File: src/rtl/muldiv_unit.sv
// Iterative RV32M multiply/divide unit: shift-add multiply, restoring divide,
// one bit per cycle, with valid/ready handshakes on both sides.
module muldiv_unit #(
    parameter int XLEN  = 32,
    parameter int CNT_W = $clog2(XLEN) + 1
) (
    input  logic            clk_i,
    input  logic            rst_i,
    input  logic            valid_i,
    output logic            ready_o,
    input  logic [XLEN-1:0] op1_i,
    input  logic [XLEN-1:0] op2_i,
    input  logic [7:0]      opcode_i,
    input  logic            flush_i,
    output logic            valid_o,
    input  logic            ready_i,
    output logic [XLEN-1:0] res_o,
    output logic            busy_o
);

    typedef enum logic [1:0] {IDLE, CALC, FIX, DONE} state_t;

    localparam logic [CNT_W-1:0] LAST    = CNT_W'(XLEN - 1);
    localparam logic [XLEN-1:0]  MIN_NEG = {1'b1, {(XLEN-1){1'b0}}};

    state_t              state;
    logic [7:0]          op;
    logic [XLEN-1:0]     opnd;
    logic [2*XLEN-1:0]   acc;
    logic                neg;
    logic [CNT_W-1:0]    cnt;

    function automatic logic [XLEN-1:0] cond_neg(input logic [XLEN-1:0] v, input logic n);
        return n ? -v : v;
    endfunction

    function automatic logic [2*XLEN-1:0] cond_neg_wide(input logic [2*XLEN-1:0] v, input logic n);
        return n ? -v : v;
    endfunction

    // Acceptance-time decode: signedness, magnitudes, result sign and fast path.
    logic signed [XLEN-1:0] op1_s, op2_s;
    logic                   a_signed, b_signed, a_neg, b_neg;
    logic                   in_div, in_rem, div_zero, ovf, fast;
    logic [XLEN-1:0]        a_mag, b_mag, fast_res;

    assign op1_s = op1_i;
    assign op2_s = op2_i;

    always_comb begin
        a_signed = opcode_i[0] | opcode_i[1] | opcode_i[2] | opcode_i[4] | opcode_i[6];
        b_signed = opcode_i[0] | opcode_i[1] | opcode_i[4] | opcode_i[6];
        a_neg    = a_signed && (op1_s < 0);
        b_neg    = b_signed && (op2_s < 0);
        a_mag    = cond_neg(op1_i, a_neg);
        b_mag    = cond_neg(op2_i, b_neg);
        in_div   = |opcode_i[7:4];
        in_rem   = opcode_i[6] | opcode_i[7];
        div_zero = in_div && (op2_i == '0);
        ovf      = (opcode_i[4] | opcode_i[6]) && (op1_i == MIN_NEG) && (op2_i == '1);
        fast     = !$onehot(opcode_i) || div_zero || ovf;
        fast_res = '0;
        if (!$onehot(opcode_i))
            fast_res = '0;
        else if (div_zero)
            fast_res = in_rem ? op1_i : '1;
        else if (ovf)
            fast_res = in_rem ? '0 : op1_i;
    end

    // One iteration of either algorithm; acc holds {hi, lo}.
    logic [XLEN:0]     mul_sum, div_shift;
    logic [XLEN-1:0]   div_diff;
    logic              div_ge, is_div_q;
    logic [2*XLEN-1:0] mul_next, div_next;

    always_comb begin
        is_div_q  = |op[7:4];
        mul_sum   = {1'b0, acc[2*XLEN-1:XLEN]} + (acc[0] ? {1'b0, opnd} : {(XLEN+1){1'b0}});
        mul_next  = {mul_sum, acc[XLEN-1:1]};
        div_shift = acc[2*XLEN-1:XLEN-1];
        div_ge    = div_shift >= {1'b0, opnd};
        div_diff  = div_shift[XLEN-1:0] - opnd;
        div_next  = {(div_ge ? div_diff : div_shift[XLEN-1:0]), acc[XLEN-2:0], div_ge};
    end

    // Sign correction and result selection.
    logic [2*XLEN-1:0] prod;
    logic [XLEN-1:0]   fix_res;

    always_comb begin
        prod = cond_neg_wide(acc, neg);
        if (op[0])
            fix_res = prod[XLEN-1:0];
        else if (op[1] | op[2] | op[3])
            fix_res = prod[2*XLEN-1:XLEN];
        else if (op[4] | op[5])
            fix_res = cond_neg(acc[XLEN-1:0], neg);
        else
            fix_res = cond_neg(acc[2*XLEN-1:XLEN], neg);
    end

    assign ready_o = (state == IDLE);
    assign busy_o  = (state != IDLE);

    always_ff @(posedge clk_i) begin
        if (rst_i) begin
            state   <= IDLE;
            valid_o <= 1'b0;
            res_o   <= '0;
            cnt     <= '0;
        end else if (flush_i) begin
            state   <= IDLE;
            valid_o <= 1'b0;
        end else begin
            case (state)
                IDLE: begin
                    if (valid_i) begin
                        op   <= opcode_i;
                        opnd <= in_div ? b_mag : a_mag;
                        acc  <= {{XLEN{1'b0}}, (in_div ? a_mag : b_mag)};
                        neg  <= in_rem ? a_neg : (a_neg ^ b_neg);
                        cnt  <= '0;
                        if (fast) begin
                            res_o   <= fast_res;
                            valid_o <= 1'b1;
                            state   <= DONE;
                        end else begin
                            state <= CALC;
                        end
                    end
                end
                CALC: begin
                    acc <= is_div_q ? div_next : mul_next;
                    cnt <= cnt + 1'b1;
                    if (cnt == LAST)
                        state <= FIX;
                end
                FIX: begin
                    res_o   <= fix_res;
                    valid_o <= 1'b1;
                    state   <= DONE;
                end
                DONE: begin
                    if (ready_i) begin
                        valid_o <= 1'b0;
                        state   <= IDLE;
                    end
                end
                default: state <= IDLE;
            endcase
        end
    end

endmodule

File: config.mk
export PLATFORM = sky130hd
export DESIGN_NAME = muldiv_unit
export DESIGN_NICKNAME = d
export VERILOG_FILES = /design/src/rtl/muldiv_unit.sv
export SDC_FILE = /design/constraint.sdc
export NUM_CORES = 1
export LEC_CHECK = 0
export CORE_MARGIN = 2
export CORE_UTILIZATION = 40
export DETAILED_ROUTE_END_ITERATION = 6
export HOLD_SLACK_MARGIN = 0.06
export PLACE_DENSITY = 0.62
export SLEW_MARGIN = 20
export SYNTH_ARGS = -nofsm -noshare
export SYNTH_HDL_FRONTEND = slang
export SYNTH_SLANG_ARGS = --single-unit
File: constraint.sdc
create_clock -name clk_i -period 5.1 [get_ports clk_i]
set_input_delay 0.765 -clock clk_i [delete_from_list [all_inputs] [get_ports clk_i]]
set_output_delay 0.765 -clock clk_i [all_outputs]
set_load 0.01 [all_outputs]
== Word level (Yosys, flattened, before mapping) ==
Index checks and enable logic that the tools add are counted.
Storage, ports and cells
  logic and storage cells: 109
  flip-flop bits (word level): 146
  input bits: 77
Operators by class
  equality and inequality tests: 11
  bitwise gates (word level): 14
  reduce and logical (&&, ||, !) cells: 23
  mux-type cells: 35
  order comparisons: 3
  add/subtract/negate cells: 15
Operator list (count)
  $mux 32: 18
  $mux 64: 3
  $neg 32->32: 4
  $pmux 64 s2: 1
  $eq 32x32->1 const B: 2
  $lt 32x1->1 const B: 2
  $neg 64->64: 1
  $pmux 32 s2: 1
  $add 32x32->33: 1
  $ge 33x32->1: 1
  $logic_not 32->1: 1
  $sub 32x32->32: 1
  $reduce_and 4->1: 4
  $pmux 6 s2: 1
  $or 1x1->1: 11
  $add 1x1->2: 4
  $mux 2: 4
  $pmux 2 s4: 1
  $reduce_or 4->1: 2
  $add 2x2->3: 2
  $add 6x1->6 const B: 1
  $eq 6x5->1 const B: 1
  $mux 6: 1
  $ne 2x2->1 const B: 3
  other kinds (17): 30

== Logic depth before layout (Yosys ltp) ==
  depth in word-level cells: 10
  gate-level depth with buffers: 18

== Worst setup path before layout ==
No wires, ideal clock.
  kind: register -> register
  from: register state[0]
  to: register acc[0] (enable)
  required time: 4.614 ns
  data arrival time: 3.844 ns
  buffers on the path: 0
  slack: 0.770 ns
  stages on the path, launching flop included: 7
  cells stage by stage: dfxtp_1 -> inv_1 -> ha_1 -> inv_1 -> nand2_1 -> a21o_1 -> nor2_1
On the way
  word-level cells in the longest chain between the ends: 3
  elaborated cells on any way between the ends: 5
  classes of those cells: eq/ne (2); reduce/logical (3)
Ends and longest elaborated chain
  from (decl): line 26  | state_t state;
  from (signal assigned): line 108  | state <= IDLE;
  from (signal assigned): line 113  | state <= IDLE;
  from (signal assigned): line 127  | state <= DONE;
  $logic_not 2->1 *
  via ready_o: line 10  | output logic ready_o,
  $ne 2x2->1 (no source line) or $reduce_bool 2->1 (tied branches)
  $reduce_and 4->1 (no source line) *
  to (signal assigned): line 121  | acc <= {{XLEN{1'b0}}, (in_div ? a_mag : b_mag)};
  to (signal assigned): line 134  | acc <= is_div_q ? div_next : mul_next;
  to (decl): line 29  | logic [2*XLEN-1:0] acc;
Mark *: on every way through the listed nets, which the timed path passes. The rest lies on a longest branch.
A chain may end at the register's enable or synchronous reset.

== Worst setup path in the final report ==
  from: input opcode_i[0]
  to: register res_o[17]
On the way
  word-level cells in the longest chain between the ends: 9
  elaborated cells on any way between the ends: 13
  classes of those cells: add/sub (3); eq/ne (2); mux (4); reduce/logical (4)
Ends and longest elaborated chain
  from (decl): line 13  | input logic [7:0] opcode_i,
  $add 1x1->2 (not written as such) *: line 61, 63
  $add 2x2->3 (not written as such) *: line 61, 63
  $add 3x3->4 (not written as such) *: line 61, 63
  $eq 4x1->1 *: line 61, 63
  $logic_not 1->1
  $logic_or 1x1->1 (2 in series): line 61  | fast = !$onehot(opcode_i) || div_zero || ovf;
  $ne 2x1->1 (no source line)
  $reduce_and 4->1 (no source line)
  to (signal assigned): line 125  | res_o <= fast_res;
  to (signal assigned): line 140  | res_o <= fix_res;
  to (decl): line 17  | output logic [XLEN-1:0] res_o,
Every way passes the cells marked *; elsewhere a longest branch is shown, timed or not. The select of a mux whose other input is x is not followed.

==> impl_metrics.csv <==
group,metric,value,unit
yosys,postSynthRegisterBits,146,
run,timing.max_cap.violations,0,
setup_path,critical_path_class,"primary input to flip-flop",
setup_path,arr_time_crit_path,4790,ps
drt,routed-via-count,15200,
global_route,grt_start_max_net_pins,80,
floorplan,pin_count,112,
clocking,cts_sinks,146,
floorplan,die_width,196,um
setup_path,worst-path-stages,17,
cells_and_area,area_growth,14.6,%
clocking,cts_htree_levels,4,
yosys,synth.lib_cells_used.distinct,87,
setup_path,cp_data_required_time,5460,ps
setup_path,cp_slowest_stage_delay,560,ps
yosys,ys_async_sr_fraction,0,%
cells_and_area,nNetsFinal,2157,
drt,routed_via_density,6.13,
clocking,cts_resized,0,
sta,max-slew-margin-rel,33.4,%
setup_path,worst_r2r_startpoint,"acc[33]",
setup_path,worstReg2RegEnd,"acc[57]",
cells_and_area,most_common_cell_after_layout_fill_and_taps_aside,"sky130_fd_sc_hd__nand2_1",
setup_path,cp_num_buf_inv,6,
drt,detail_route.wl_per_cell,22.4,um
power,power,4030,uW
floorplan,die_height,196,um
sta,crit_share_post_route,86.9,%
cells_and_area,diodes,0,
place,place.gp.congestion,0.982,
clocking,cts_inserted_buffers,17,
power,leakage_dissipation,0.00637,uW
floorplan,row_count,70,
power,ir_worst_vdd,269,uV
yosys,syn-num-nets,2106,
clocking,clock_latency,450,ps
setup_path,crit_path_cell_trace,"clkdlybuf4s50_1 > inv_1 > fa_1 > fa_1 > fa_1 > inv_1 > ha_1 > inv_1 > fa_1 > inv_1 > nand3_1 > o21ai_0 > nand3_1 > or3_1 > buf_4 > o21bai_1 > a311oi_2",
setup_path,worstRegToRegCells,11,
setup_path,critical-path-slowest-cell,"sky130_fd_sc_hd__fa_1",
global_route,grt_pass1_wl,84.1,mm
worst_hold_path,hold_path_depth,2,
worst_hold_path,holdCritStartpoint,"cnt[1]",
sta,post-route-min-period,4430,ps
global_route,antenna_violations_before_repair,0,
clocking,post-cts-setup-buffer-count,0,
power,power.share.clock,32.6,%
setup_path,critPathCapture,"res_o[17]",
setup_path,worst_setup_path_start_kind,"primary input",
setup_path,worstSetupEndpointType,"flip-flop",
global_route,grt.overflow.total,0,
power,switching_share,36.1,%
global_route,track_usage,28.6,%
global_route,vias_in_the_first_global_route,14000,
cells_and_area,fill_cells,3638,
setup_path,regToRegSetupSlack,920,ps
power,power.share.combinational,30.9,%
sta,finalSetupViolations,0,
yosys,synth.yosys.warnings,0,
clocking,ctsRootBufferMaster,"sky130_fd_sc_hd__clkbuf_16",
clocking,clock_tree_from_tritoncts,"built",
yosys,syn_area,14800,um2
drt,drt_first_pass_iters,6,
yosys,syn-mean-instance-area,7.59,um2
floorplan,coreArea,36400,um2
cells_and_area,final_instance_count_without_filler_cells,2477,
drt,ant_nets,0,
place,detailed_place_hpwl,43.1,mm
sta,hold_violations,0,
drt,drc,0,
place,place_inst,2445,
power,seq_power_share,36.5,%
setup_path,crit_path_start,"opcode_i[0]",
outcome,status,"finished, final reports clean",
setup_path,path_delay_family,"adder cells",
drt,totalWireLength,55.4,mm
cells_and_area,most_frequent_cells_in_the_layout,"255 x sky130_fd_sc_hd__nand2_1, 229 x sky130_fd_sc_hd__nor2_1, 160 x sky130_fd_sc_hd__a21oi_1",
sta,maxSlewViolCount,0,
sta,skew,14.6,ps
cells_and_area,drive_gt1_share,5.18,%
clocking,cts_hold_buffers,0,
floorplan,floorplan.initialDensity,40.5,%
place,port-buffer-count,111,
power,powerDensity,238,nW/um2
drt,detailedRoute.firstIterationViolations,1807,
floorplan,design.die.area,38400,um2
sta,grt_setup_unrepaired,"false",
yosys,number_of_enable_type_register_cells_in_the_synthesized_netlist,105,
clocking,cts_max_path_buffers,2,
power,net-switching-power,1460,uW
setup_path,timing.critical_path.fanout_max,32,
clocking,cts.reportedPaths.clkPinSlew,70,ps
sta,fmaxAchievable,226,MHz
yosys,synth_ff_type,"sky130_fd_sc_hd__edfxtp_1",
power,cellInternalPower,2580,uW
worst_hold_path,hold_path_class,"flip-flop to flip-flop",
yosys,gate_count_post_synth,1945,
sta,setup_total_negative_slack,0,ps
yosys,sequential_element_share_of_the_synthesized_area,26.9,%
sta,slew_at_the_pin_closest_to_its_max_slew_limit,997,ps
worst min-delay path, stage by stage, from the launching register on:
cell	delay, ps
sky130_fd_sc_hd__dfxtp_1	330
sky130_fd_sc_hd__nand2_1	60
sky130_fd_sc_hd__a21oi_1	50
layer usage:
layer | track usage [%] | wire length, um
met5 | 0 | 0
met4 | 10.6 | 2060
met3 | 4.50 | 4240
met2 | 45.6 | 24800
met1 | 39.3 | 24300
through the flow:
stage	hold WS (ps)	util [%]	worst slack, ps	instance area (um2)
5_1_grt	496	46.4	401	16900
4_1_cts	492	46.4	691	16900
3_5_place_dp	480	44.8	224	16300
3_3_place_gp	459	44.8	276	16300
2_1_floorplan	449	-	770	14800
6_report	491	46.4	670	16900
sequential cells by signal, indices dropped and copies added, names as in the netlist:
signal / flops
valid_o: 1
neg: 1
acc: 64
state: 2
cnt: 6
op: 8
res_o: 32
opnd: 32
synth_stat cells (8+ instances only):
library cell,n,share of area (%)
sky130_fd_sc_hd__a211o_1,9,0.53
sky130_fd_sc_hd__a211oi_1,15,0.76
sky130_fd_sc_hd__a21o_1,25,1.3
sky130_fd_sc_hd__a21oi_1,160,5.4
sky130_fd_sc_hd__a311oi_1,10,0.59
sky130_fd_sc_hd__a31oi_1,39,1.7
sky130_fd_sc_hd__and2_1,12,0.51
sky130_fd_sc_hd__and3_1,18,0.76
sky130_fd_sc_hd__buf_2,8,0.27
sky130_fd_sc_hd__clkbuf_1,97,2.5
sky130_fd_sc_hd__dfxtp_1,41,5.6
sky130_fd_sc_hd__edfxtp_1,105,21
sky130_fd_sc_hd__ha_1,78,6.6
sky130_fd_sc_hd__inv_1,83,2.1
sky130_fd_sc_hd__mux2i_1,29,2.0
sky130_fd_sc_hd__nand2_1,255,6.5
sky130_fd_sc_hd__nand2b_1,16,0.68
sky130_fd_sc_hd__nand3_1,38,1.3
sky130_fd_sc_hd__nand4_1,25,1.1
sky130_fd_sc_hd__nor2_1,230,5.8
sky130_fd_sc_hd__nor3_1,63,2.1
sky130_fd_sc_hd__nor4_1,13,0.55
sky130_fd_sc_hd__o211ai_1,19,0.97
sky130_fd_sc_hd__o21a_1,13,0.66
sky130_fd_sc_hd__o21ai_0,134,4.5
sky130_fd_sc_hd__o21bai_1,16,0.81
sky130_fd_sc_hd__o221ai_1,10,0.59
sky130_fd_sc_hd__o22ai_1,22,0.93
sky130_fd_sc_hd__o31ai_1,21,1.1
sky130_fd_sc_hd__o41ai_1,14,0.83
sky130_fd_sc_hd__or3_1,21,0.89
sky130_fd_sc_hd__or4_1,10,0.51
sky130_fd_sc_hd__xnor2_1,84,5.0
sky130_fd_sc_hd__xor2_1,85,5.0
cells by family after synthesis:
family	after synthesis	synth area share [%]
buf+inv	193	5.04
mux	32	2.27
xor+xnor	169	10.0
compound gates	577	24.9
simple gates	744	23.4
fa+ha+maj	84	7.43
flops	146	26.9
layout make-up:
type / count / area [um2] / share of cell area [%]
Multi-Input combinational cell: 1606 / 10100 / 59.7
Sequential cell: 146 / 3970 / 23.5
Timing Repair Buffer: 141 / 1350 / 7.98
Tap cell: 468 / 586 / 3.46
Clock buffer: 19 / 475 / 2.81
Inverter: 84 / 315 / 1.87
Clock inverter: 13 / 110 / 0.651
power groups by stage:
stage	sequential, uW	clock (uW)	combinational, uW
after global placement	1500	0	1200
after floorplan	1470	0	760
after detailed placement	1500	0	1220
after CTS	1470	1310	1230
after global routing	1480	1360	1360
final	1470	1310	1250
how the worst min path moves through the flow:
stage / endpoint / slack, ps
finish: cnt[1] / 490
global route: res_o[30] / 500
CTS: cnt[1] / 490
detailed placement: cnt[1] / 480
global placement: cnt[1] / 460
floorplan: cnt[1] / 450
Power figures use the tool's default switching activity.
